==> src/rtl/score_bcd_seq_pkg.sv <==
// Shared constants, FSM states and reset helpers for the sequential binary-to-BCD converter.
package score_bcd_seq_pkg;

    localparam int unsigned BCD_W = 4;
    localparam logic [BCD_W-1:0] ADD3_THRESH = 4'd5;
    localparam logic [BCD_W-1:0] ADD3_VAL    = 4'd3;
    localparam logic [BCD_W-1:0] BCD_NINE    = 4'h9;

    typedef enum logic [1:0] {
        ST_IDLE  = 2'd0,
        ST_SHIFT = 2'd1,
        ST_DONE  = 2'd2
    } state_e;

    // Blank every digit except the units digit, so a cleared display shows a single "0".
    function automatic logic [63:0] lz_rst_mask(input int unsigned digits);
        logic [63:0] m;
        m = '0;
        for (int unsigned i = 1; i < digits && i < 64; i++) begin
            m[i] = 1'b1;
        end
        return m;
    endfunction

endpackage

==> src/rtl/score_bcd_seq_bcd_digit_adj.sv <==
// Double-dabble correction cell: adds 3 to a BCD digit that is 5 or more before the next shift.
module bcd_digit_adj
    import score_bcd_seq_pkg::*;
(
    input  logic [BCD_W-1:0] dig_i,
    output logic [BCD_W-1:0] dig_o
);

    always_comb begin
        dig_o = (dig_i >= ADD3_THRESH) ? dig_i + ADD3_VAL : dig_i;
    end

endmodule

==> src/rtl/score_bcd_seq.sv <==
// Sequential double-dabble binary-to-BCD converter, one input bit per clock, with
// start/done handshake, saturation on overflow and a leading-zero blanking mask.
module score_bcd_seq
    import score_bcd_seq_pkg::*;
#(
    parameter int unsigned BIN_W  = 17,
    parameter int unsigned DIGITS = 5
) (
    input  logic                      clk,
    input  logic                      reset,
    input  logic                      start,
    input  logic [BIN_W-1:0]          bin,
    output logic                      busy,
    output logic                      done,
    output logic [BCD_W*DIGITS-1:0]   bcd,
    output logic                      overflow,
    output logic [DIGITS-1:0]         lz_mask
);

    localparam int unsigned CNT_W   = $clog2(BIN_W);
    localparam int unsigned BCD_TOT = BCD_W * DIGITS;
    localparam logic [DIGITS-1:0] LZ_RST = DIGITS'(lz_rst_mask(DIGITS));

    state_e               state_q;
    logic [CNT_W-1:0]     cnt_q;
    logic [BIN_W-1:0]     shreg_q;
    logic [BCD_TOT-1:0]   dig_q;
    logic                 sticky_q;
    logic                 busy_q;
    logic                 done_q;
    logic [BCD_TOT-1:0]   bcd_q;
    logic                 ovf_q;
    logic [DIGITS-1:0]    lz_q;

    logic [BCD_TOT-1:0]   dig_adj;
    logic [BCD_TOT-1:0]   sh_dig_d;
    logic [BIN_W-1:0]     sh_reg_d;
    logic                 sticky_d;
    logic [BCD_TOT-1:0]   pub_bcd_d;
    logic [DIGITS-1:0]    lz_d;
    logic                 zrun;

    for (genvar g = 0; g < DIGITS; g++) begin : g_adj
        bcd_digit_adj u_adj (
            .dig_i (dig_q[g*BCD_W +: BCD_W]),
            .dig_o (dig_adj[g*BCD_W +: BCD_W])
        );
    end

    // One shift step of {digits, shreg}; the bit falling off the top digit is the overflow.
    always_comb begin
        sh_dig_d  = {dig_adj[BCD_TOT-2:0], shreg_q[BIN_W-1]};
        sh_reg_d  = {shreg_q[BIN_W-2:0], 1'b0};
        sticky_d  = sticky_q | dig_adj[BCD_TOT-1];
        pub_bcd_d = sticky_d ? {DIGITS{BCD_NINE}} : sh_dig_d;
    end

    // Walk down from the top digit; a digit is blankable while everything above it is zero.
    always_comb begin
        zrun = 1'b1;
        lz_d = '0;
        for (int unsigned i = 1; i < DIGITS; i++) begin
            zrun = zrun & (pub_bcd_d[BCD_W*(DIGITS-i) +: BCD_W] == '0);
            lz_d[DIGITS-i] = zrun;
        end
    end

    always_ff @(posedge clk) begin
        if (reset) begin
            state_q  <= ST_IDLE;
            cnt_q    <= '0;
            shreg_q  <= '0;
            dig_q    <= '0;
            sticky_q <= 1'b0;
            busy_q   <= 1'b0;
            done_q   <= 1'b0;
            bcd_q    <= '0;
            ovf_q    <= 1'b0;
            lz_q     <= LZ_RST;
        end else begin
            done_q <= 1'b0;
            unique case (state_q)
                ST_IDLE, ST_DONE: begin
                    if (start) begin
                        shreg_q  <= bin;
                        dig_q    <= '0;
                        sticky_q <= 1'b0;
                        cnt_q    <= CNT_W'(BIN_W - 1);
                        busy_q   <= 1'b1;
                        state_q  <= ST_SHIFT;
                    end else begin
                        state_q  <= ST_IDLE;
                    end
                end
                ST_SHIFT: begin
                    shreg_q  <= sh_reg_d;
                    dig_q    <= sh_dig_d;
                    sticky_q <= sticky_d;
                    if (cnt_q == '0) begin
                        state_q <= ST_DONE;
                        busy_q  <= 1'b0;
                        done_q  <= 1'b1;
                        bcd_q   <= pub_bcd_d;
                        ovf_q   <= sticky_d;
                        lz_q    <= lz_d;
                    end else begin
                        cnt_q   <= cnt_q - CNT_W'(1);
                    end
                end
                default: begin
                    state_q <= ST_IDLE;
                    busy_q  <= 1'b0;
                end
            endcase
        end
    end

    assign busy     = busy_q;
    assign done     = done_q;
    assign bcd      = bcd_q;
    assign overflow = ovf_q;
    assign lz_mask  = lz_q;

endmodule

==> config.mk <==
export PLATFORM = sky130hd
export DESIGN_NAME = score_bcd_seq
export DESIGN_NICKNAME = d
export VERILOG_FILES = /design/src/rtl/score_bcd_seq_pkg.sv /design/src/rtl/score_bcd_seq_bcd_digit_adj.sv /design/src/rtl/score_bcd_seq.sv
export SDC_FILE = /design/constraint.sdc
export NUM_CORES = 1
export LEC_CHECK = 0
export ABC_AREA = 1
export CAP_MARGIN = 40
export CORE_AREA = 2 2 68 102
export CTS_CLUSTER_SIZE = 40
export DETAILED_ROUTE_END_ITERATION = 8
export DIE_AREA = 0 0 70 104
export PLACE_DENSITY = 0.85
export SLEW_MARGIN = 20
export SYNTH_ARGS = -nofsm -noshare
export SYNTH_HDL_FRONTEND = slang
export SYNTH_SLANG_ARGS = --single-unit
==> constraint.sdc <==
create_clock -name clk -period 2.2 [get_ports clk]
set_input_delay 0.44 -clock clk [delete_from_list [all_inputs] [get_ports clk]]
set_output_delay 0.44 -clock clk [all_outputs]
set_load 0.01 [all_outputs]
==> metrics.md <==
| Metric | Value |
|---|---|
| Antenna viol nets, final | 0 |
| Cts repair resizes | 0 |
| Final Hold Slack | between 400 and 500 ps |
| Slew @ Worst Pin | 550.5 ps |
| Starting Density | 0.5264 |
| P per Cell Area | between 700 and 800 nW/µm² |
| Area delta synth->final | 21.00% |
| Leak Pwr | 0.001680 µW |
| Num CTS Buffers | 9 |
| Net Count, Synth | about 500 |
| I/O pins | 48 |
| Initial DRC Count | 181 |
| Commonest non-fill, non-tap cell in the layout | nand2_1 |
| H-tree levels | 3 |
| Clock root cell | clkbuf_8 |
| Fraction of layout cells with a size suffix above 1 | 0.07073 |
| Gp weighted congestion | between 0.8 and 0.9 |
| Port bufs | 46 |
| Postcts setup bufs | 0 |
| Pins Over Slew Limit | 0 |
| CTS Buffer Depth | 2 |
| Total power | ~3000 µW |
| Hold Path Class | flip-flop to flip-flop |
| Worst ir drop on vdd | ~0.49 mV |
| Mapped Cells | 458 |
| Rows | 36 |
| First-pass GRT wire length | ~13 mm |
| Die area | 7280 µm² |
| RSZ-0062 raised after global routing | false |
| CTS clk-pin slew, worst paths | ~80 ps |
| Worst Setup Start Kind | flip-flop |
| Number of global-route vias before repair | around 3200 |
| Total number of vias | around 3200 |
| Placed wire-length estimate | 5.551 mm |
| Seq/Total Area, Yosys | 0.4281 |
| Die Wd | ~70 µm |
| TritonCTS Sinks | 72 |
| WL/cell | between 10 and 15 µm |
| Synthesized flop and latch total | between 70 and 80 |
| Critical path fanouts, max | 9 |
| Crit path required time | approximately 2400 ps |
| Internal Pwr Total | 2171 µW |
| Syn avg cell area | 7.351 µm² |
| Critical path type | flip-flop to flip-flop |
| Sequential fraction of design power | 0.481 |
| Sw Ratio | 0.2688 |
| Worst EP arrival | ~2100 ps |
| Drt via density | about 5.5 |
| P_sw | approximately 800 µW |
| Hold_buf cts | 0 |
| TritonRoute pass-1 iters | 4 |
| Setup violators final | 0 |
| Worst skew pair latency | about 350 ps |
| Fmax | about 520 MHz |
| Filler Cell Count | between 500 and 600 |
| Die height | around 100 µm |
| Crit share post-route | 0.8699 |
| Total global-route track usage | 0.2238 |
| Status | finished clean |
| Worst Clk Skew | a little under 10 ps |
| # DRC | 0 |
| Max-Slew Margin vs Limit | 0.6330 |
| Logic gate share of total power | 0.162 |
| Nets | around 540 |
| Initial antenna violation count | 0 |
| Crit. End Element | flip-flop |
| Synth Cell Area | ~3400 µm² |
| Final TNS setup | 0 ps |
| Placeable Area | about 6400 µm² |
| Gr ovfl total | 0 |
| CTS tree | done |
| Most frequent cells in the layout | 145 x nand2_1, 72 x dfxtp_1, 49 x inv_1 |
| Crit path time final | 1914 ps |
| Largest net degree at the start of global routing | 54 |
| Synth warn | 0 |
| Max Cap Violations | 0 |
| Clock share of power | 0.356 |
| Routed wire length | between 7 and 8 mm |
| Synth unique cells | 40 |
| Final Hold Fails | 0 |
| # diodes | 0 |
cells in the mapped netlist:
master,n,share of area
a211oi_1,2,0.0045
o21bai_1,3,0.0067
o21ai_0,10,0.015
o31ai_1,2,0.0045
buf_2,5,0.0074
or2_2,1,0.0019
nand2_4,1,0.0033
nand2_2,1,0.0019
nor2_1,21,0.023
nor2_2,2,0.0037
nor3_1,3,0.0045
nand3_1,24,0.036
and2_1,1,0.0019
nand3_4,1,0.0052
xor2_1,1,0.0026
inv_4,1,0.0019
inv_1,49,0.055
o21ai_2,1,0.0026
a22oi_1,4,0.0089
a21oi_1,32,0.048
buf_8,1,0.0045
o32ai_1,6,0.016
o211ai_1,10,0.022
and3_1,2,0.0037
nand3_2,1,0.0030
inv_2,2,0.0022
a31oi_1,16,0.030
nand4_1,6,0.011
nor2_4,3,0.010
ha_1,12,0.045
o22ai_1,1,0.0019
buf_6,1,0.0033
clkinv_1,1,0.0011
clkinv_4,1,0.0026
clkbuf_1,9,0.010
nand2_1,145,0.16
dfxtp_1,72,0.43
o21ai_1,1,0.0015
buf_4,2,0.0045
conb_1,1,0.0011
metal layers:
metal	global-route usage	part of all wire	vias to the layer above
met3	0.03876	0.040	29
met2	0.4034	0.53	83
met5	0	0	-
li1	-	-	1589
met1	0.2264	0.38	1500
met4	0.1593	0.052	0
layout make-up:
class                      instances  area, µm²  share of cell area
clock inverter                     3      40.04            0.009828
timing repair buffer              53      513.0              0.1259
sequential                        72       1441              0.3538
tap                               76      95.09             0.02334
multi-input combinational        314       1615              0.3965
inverter                          54      210.2             0.05160
clock buffer                      13      158.9             0.03900
per-stage QoR:
stage / util / instances / area (µm²) / setup slack (ps)
6_report: 0.6369 / 585 / 4074 / 286.2
5_1_grt: 0.6369 / 585 / 4074 / 56.95
4_1_cts: 0.6369 / 585 / 4074 / 300.6
3_5_place_dp: 0.6058 / 569 / 3875 / 303.0
3_3_place_gp: 0.6058 / 569 / 3875 / 392.9
2_1_floorplan: - / 458 / 3367 / 598.3
path summary, 6_finish.rpt:
path / cells after the start / slack, ps / start / to
setup / recovery: 12 / 290 / dig_q[16]$_SDFFE_PP0P_ / bcd[14]$_SDFFE_PP0P_
hold reg to reg: 2 / 460 / bcd[2]$_SDFFE_PP0P_ / bcd[2]$_SDFFE_PP0P_
setup reg to reg: 12 / 290 / dig_q[16]$_SDFFE_PP0P_ / bcd[14]$_SDFFE_PP0P_
hold / removal: 2 / 460 / bcd[2]$_SDFFE_PP0P_ / bcd[2]$_SDFFE_PP0P_
sequential cells by signal (all words and copies together) (netlist names):
name      cells
cnt_q         5
done          1
dig_q        20
sticky_q      1
bcd          20
busy          1
state_q       2
shreg_q      17
lz_mask       4
overflow      1
cells by family (layout without fill, tap and decap cells):
logic type               after synthesis  in the layout  share of synthesized area
adder cells (fa/ha/maj)               12             12                    0.04459
other                                  1              1                   0.001114
AO/OA/AOI/OAI                         88             88                     0.1605
AND/OR/NAND/NOR                      212            212                     0.2709
flip-flops                            72             72                     0.4281
buffers and inverters                 72            123                    0.09216
XOR/XNOR                               1              1                   0.002602
power by group through the flow:
stage	logic [µW]	registers [µW]	clock network (µW)
floorplan	290	1470	0
global placement	467	1460	0
detailed placement	479	1460	0
CTS	483	1430	1080
global route	528	1440	1130
finish	482	1430	1060
worst max-delay path, cell delays in order (launching register included):
cell and delay, ps:
dfxtp_1 430, inv_1 100, ha_1 240, inv_1 60, nand2_1 80, nand2_1 90
nand2_1 50, nor2_1 170, nor2_4 100, nand2_4 130, clkinv_4 120, a22oi_1 160
nor2_1 50
(Power assumes the default switching activity.)
